--- config.mk ---
export PLATFORM = sky130hd
export DESIGN_NAME = program_run_controller
export DESIGN_NICKNAME = d
export VERILOG_FILES = /design/src/rtl/program_run_controller.sv
export SDC_FILE = /design/constraint.sdc
export NUM_CORES = 1
export LEC_CHECK = 0
export ABC_AREA = 1
export CAP_MARGIN = 20
export CORE_MARGIN = 3
export CORE_UTILIZATION = 42
export CTS_BUF_LIST = sky130_fd_sc_hd__clkbuf_16
export DETAILED_ROUTE_END_ITERATION = 8
export GPL_TIMING_DRIVEN = 0
export PLACE_DENSITY = 0.86
export SYNTH_ARGS = -nofsm -noshare
export SYNTH_HDL_FRONTEND = slang
export SYNTH_SLANG_ARGS = --single-unit
--- constraint.sdc ---
create_clock -name clock -period 3.25 [get_ports clock]
set_input_delay 0.8125 -clock clock [delete_from_list [all_inputs] [get_ports clock]]
set_output_delay 0.8125 -clock clock [all_outputs]
set_load 0.02 [all_outputs]
--- src/rtl/program_run_controller.sv ---
// program_run_controller
// Run/handshake controller in front of the single-cycle core. A four-phase
// req/ack request selects one of NUM_PROGS programs; the core is launched at
// that program's start address and the run completes when the core PC hits the
// program's done address. RUN cycles are counted (saturating) in cycle_count.
//
// Handshake: req is a level. It is accepted only in IDLE. ack rises when the run
// completes and stays high while req stays high; dropping req returns the block
// to IDLE on the next edge (ack falls on that edge). Dropping req before
// completion aborts the run, and ack never asserts for that request.
//
// Optional feature: define PRC_WATCHDOG_EN to end a run that reaches
// TIMEOUT_CYCLES RUN cycles without a PC match (ack=1, timeout=1). A PC match on
// the same edge takes priority. Without the macro, timeout stays 0.
//
// o_dbg_state exposes the FSM state (0=IDLE, 1=LOAD, 2=RUN, 3=DONE).
module program_run_controller #(
  parameter int PC_BITS        = 10,
  parameter int NUM_PROGS      = 4,
  parameter int SEL_BITS       = $clog2(NUM_PROGS),
  parameter int CYC_BITS       = 16,
  parameter int TIMEOUT_CYCLES = 4096
) (
  input  logic                          clock,
  input  logic                          reset_n,
  input  logic                          req,
  input  logic [SEL_BITS-1:0]           prog_sel,
  input  logic [NUM_PROGS*PC_BITS-1:0]  start_addr_flat,
  input  logic [NUM_PROGS*PC_BITS-1:0]  done_addr_flat,
  input  logic [PC_BITS-1:0]            pc,
  output logic                          core_start,
  output logic [PC_BITS-1:0]            core_start_addr,
  output logic                          core_run,
  output logic                          busy,
  output logic                          ack,
  output logic                          timeout,
  output logic [CYC_BITS-1:0]           cycle_count,
  output logic [1:0]                    o_dbg_state
);

  typedef enum logic [1:0] {
    S_IDLE = 2'd0,
    S_LOAD = 2'd1,
    S_RUN  = 2'd2,
    S_DONE = 2'd3
  } state_t;

  localparam logic [SEL_BITS:0] NUM_PROGS_EXT = (SEL_BITS+1)'(NUM_PROGS);

  state_t                r_state;
  state_t                w_next;
  logic [SEL_BITS-1:0]   r_sel;
  logic                  r_core_start;
  logic [PC_BITS-1:0]    r_start_addr;
  logic                  r_ack;
  logic                  r_timeout;
  logic [CYC_BITS-1:0]   r_cycle;

  logic [PC_BITS-1:0]    w_start [NUM_PROGS];
  logic [PC_BITS-1:0]    w_done  [NUM_PROGS];
  logic [SEL_BITS-1:0]   w_sel_clamped;
  logic                  w_accept;
  logic                  w_match;
  logic [CYC_BITS-1:0]   w_cnt_inc;
  logic                  w_wd_hit;
  logic                  w_to_timeout;

  // Unpack the flat address buses into per-program views.
  for (genvar g = 0; g < NUM_PROGS; g++) begin : g_unpack
    assign w_start[g] = start_addr_flat[g*PC_BITS +: PC_BITS];
    assign w_done[g]  = done_addr_flat[g*PC_BITS +: PC_BITS];
  end

  // Out-of-range selects fall back to program 0.
  assign w_sel_clamped = ({1'b0, prog_sel} < NUM_PROGS_EXT) ? prog_sel : '0;
  assign w_accept      = (r_state == S_IDLE) && req;
  assign w_match       = (pc == w_done[r_sel]);
  // Count saturates at all-ones instead of wrapping.
  assign w_cnt_inc     = (r_cycle == '1) ? r_cycle : r_cycle + 1'b1;

`ifdef PRC_WATCHDOG_EN
  // The limit is hit on the edge where the count reaches TIMEOUT_CYCLES.
  assign w_wd_hit = (32'(w_cnt_inc) >= 32'(TIMEOUT_CYCLES));
`else
  assign w_wd_hit = 1'b0;
`endif

  // Only a watchdog exit without a simultaneous PC match flags timeout.
  assign w_to_timeout = (r_state == S_RUN) && req && !w_match && w_wd_hit;

  // Next-state decode; abort (req low) wins over completion.
  always_comb begin
    w_next = r_state;
    case (r_state)
      S_IDLE: if (req) w_next = S_LOAD;
      S_LOAD: w_next = req ? S_RUN : S_IDLE;
      S_RUN: begin
        if (!req)                      w_next = S_IDLE;
        else if (w_match || w_wd_hit)  w_next = S_DONE;
      end
      S_DONE: if (!req) w_next = S_IDLE;
      default: w_next = S_IDLE;
    endcase
  end

  // State register.
  always_ff @(posedge clock or negedge reset_n) begin
    if (!reset_n) r_state <= S_IDLE;
    else          r_state <= w_next;
  end

  // Latch the program on accept and present its start address during LOAD.
  always_ff @(posedge clock or negedge reset_n) begin
    if (!reset_n) begin
      r_sel        <= '0;
      r_start_addr <= '0;
      r_core_start <= 1'b0;
    end else begin
      r_core_start <= w_accept;
      if (w_accept) begin
        r_sel        <= w_sel_clamped;
        r_start_addr <= w_start[w_sel_clamped];
      end
    end
  end

  // Cycle accounting: cleared on accept, counts every RUN cycle, else holds.
  always_ff @(posedge clock or negedge reset_n) begin
    if (!reset_n)                r_cycle <= '0;
    else if (w_accept)           r_cycle <= '0;
    else if (r_state == S_RUN)   r_cycle <= w_cnt_inc;
  end

  // Completion flags: ack follows DONE; timeout is decided on entry to DONE.
  always_ff @(posedge clock or negedge reset_n) begin
    if (!reset_n) begin
      r_ack     <= 1'b0;
      r_timeout <= 1'b0;
    end else begin
      r_ack <= (w_next == S_DONE);
      if (w_next != S_DONE)      r_timeout <= 1'b0;
      else if (r_state == S_RUN) r_timeout <= w_to_timeout;
    end
  end

  assign core_start      = r_core_start;
  assign core_start_addr = r_start_addr;
  assign core_run        = (r_state == S_RUN);
  assign busy            = (r_state == S_LOAD) || (r_state == S_RUN);
  assign ack             = r_ack;
  assign timeout         = r_timeout;
  assign cycle_count     = r_cycle;
  assign o_dbg_state     = r_state;

endmodule
==> out/qor.csv <==
metric,value,unit
synth_compound_area_share,13.5,%
seq_area,801,um^2
synth_top_family_by_area,simple AND/OR/NAND/NOR gates,
synth_mux_area_share,0,%
p_sw_share,40.8,%
synth_top_area_cell,dfrtp_1,
synth.net_count,470,
initial_core_util,44.4,%
viasPerCell,4.97,
path_clk_slew,40,ps
synth_top_area_share,34.4,%
synth_edf_count,0,
clock-sinks,32,
first_iter_violations,80,
syn_avg_cell_area,6.30,um^2
final_max_slew_viol_count,0,
finalSetupTns,0,ps
root_buffer,clkbuf_16,
ctsHtreeMaxLevel,2,
endpoint_kind,output pin,
synth_cells,369,
setup_ws,699,ps
grt_util_all_layers,21.9,%
critPathMaxFanout,5,
io_pins,128,
fin_area,3830,um^2
antenna_found_initial,0,
tightest_slew,706,ps
crit_path_start_kind,flip-flop,
synthSimpleGateAreaFrac,37.5,%
drc,0,
dieArea,6460,um^2
power_density,583,nW/um^2
dieWidth,80.4,um
p_switching,911,uW
pwr-share-seq,25.9,%
cts_resized,0,
setup_viol,0,
clkLatencyLatePin,270,ps
die_height,80.4,um
ys_async_sr_fraction,100,%
finalCritPeriodShare,78.5,%
timing.final.hold_violations,0,
synth_area,2320,um^2
ys_types,24,
worstPathArrival,1740,ps
dr.pass1.iters,4,
max_stage_delay,630,ps
power.leakage,0.00177,uW
cap_violations,0,
ys.flop_type,dfrtp_1,
crit_required,2440,ps
floorplan.rows,26,
grt_max_degree,20,
seq_area_frac_synth,34.4,%
period_minus_slack,2550,ps
fin_cells,571,
clockPowerShare,18.3,%
cts_tree,built,
synth_common_cells,"nand2_1, nor2_1, nand3_1",
first_global_vias,2614,
cts_hold_buffers,0,
post-place-ws,919,ps
drt_wl_total,7130,um
grt-ovfl-total,0,
core_area,5240,um^2
synthAdderAreaFrac,3.23,%
crit_slowest_cell,clkdlybuf4s50_1,
gp_congestion,0.863,
critical_path_class,reg -> out,
rsz0062_at_grt,no,
synth.most_common_cell,nand2_1,
dpl-instance-area,3700,um^2
hp-class,reg -> reg,
p_comb_share,55.9,%
insertedDiodeCount,0,
ys_top_cells_by_area,"dfrtp_1, nand2_1, nand3_1",
vdd_drop_max,0.000344,V
max_slew_margin,52.8,%
clock_path_buffers,2,
ant_nets,0,
ys_ff_latch,32,
finClkSkew,1.70,ps
final_nets,604,
cp_cell_sequence,"inv_1, ha_1, clkdlybuf4s50_1",
multi_input_area,1290,um^2
total_power,2230,uW
grt_pass1_wl,11100,um
cts_setup_buffers,0,
routedWlPerCell,12.5,um
synthToLayoutAreaGrowth,64.6,%
nFillCells,428,
dp_hpwl,5710,um
dp_cells,566,
synthXorXnorAreaFrac,1.13,%
io_buffers,126,
fmax,392,MHz
internal_power,1320,uW
numCtsBuffers,5,
status,"finished, final reports clean",
drive_gt1_share,3.39,%
ys_warn_count,0,
vias,2839,
## cells in the final DEF (no fill, tap or decap), drive strengths merged
cell type        n
buf              7
clkbuf          15
ha               6
a31oi            8
a21oi            9
nand3           39
o21ai           32
a211oi           3
nor3             7
dfrtp           32
o22ai            5
inv             39
xnor2            2
nor2            52
and3             1
conb             1
xor2             1
clkdlybuf4s50  126
nand2          116
## area by class of cell
cell class / instances / share of cell area (%)
timing repair buffer: 127 / 33.7
sequential: 32 / 20.9
tap: 70 / 2.29
clock buffer: 5 / 3.27
inverter: 39 / 3.83
multi-input combinational: 282 / 33.7
buffer: 16 / 2.29
## cell families after synthesis
kind of cell | after synthesis
xor gates and xnor gates | 3
AOI/OAI and AO/OA | 57
other | 1
buffers and inverters | 55
and+or+nand+nor | 215
adders and majority gates | 6
DFF | 32
## through the flow
stage | utilization, % | hold WS (ps)
floorplan | - | 517
global placement | 70.1 | 462
detailed placement | 70.7 | 469
CTS | 73.1 | 482
global route | 73.1 | 506
finish | 73.1 | 480
## final timing paths
path / start / endpoint / slack [ps] / cells after the start
setup reg to reg: cycle_count[0] / cycle_count[13] / 1340 / 11
min in group asynchronous: reset_n / core_start_addr[2] / 970 / 1
max in group asynchronous: reset_n / core_start_addr[4] / 1750 / 2
hold / removal: core_start_addr[8] / core_start_addr[8] / 480 / 2
hold reg to reg: core_start_addr[8] / core_start_addr[8] / 480 / 2
setup / recovery: o_dbg_state[0] / core_run / 700 / 3
## power by group through the flow
stage / clock [uW] / combinational (uW) / sequential, uW
floorplan: 0 / 649 / 681
global placement: 0 / 1220 / 581
detailed placement: 0 / 1250 / 582
finish: 407 / 1250 / 577
global route: 437 / 1390 / 593
CTS: 412 / 1260 / 580
## critical path: cells and delay by family (launching register included)
family	cells	cell delay, ps
adder cells (fa/ha/maj)	1	260
flip-flops	1	420
buffers and inverters	2	790
## routing by layer
| metal | up-vias | GRT usage, % | wire, um |
|---|---|---|---|
| met5 | - | 0 | 0 |
| met2 | 145 | 39.8 | 3320 |
| li1 | 1446 | - | - |
| met3 | 13 | 8.52 | 847 |
| met4 | 0 | 7.60 | 118 |
| met1 | 1235 | 22.6 | 2840 |
## state kept, by name, indices dropped and copies added (netlist names)
name	flops
cycle_count	16
core_start_addr	10
o_dbg_state	2
r_sel	2
ack	1
core_start	1
Note: power is estimated with default switching activity, not from simulation.
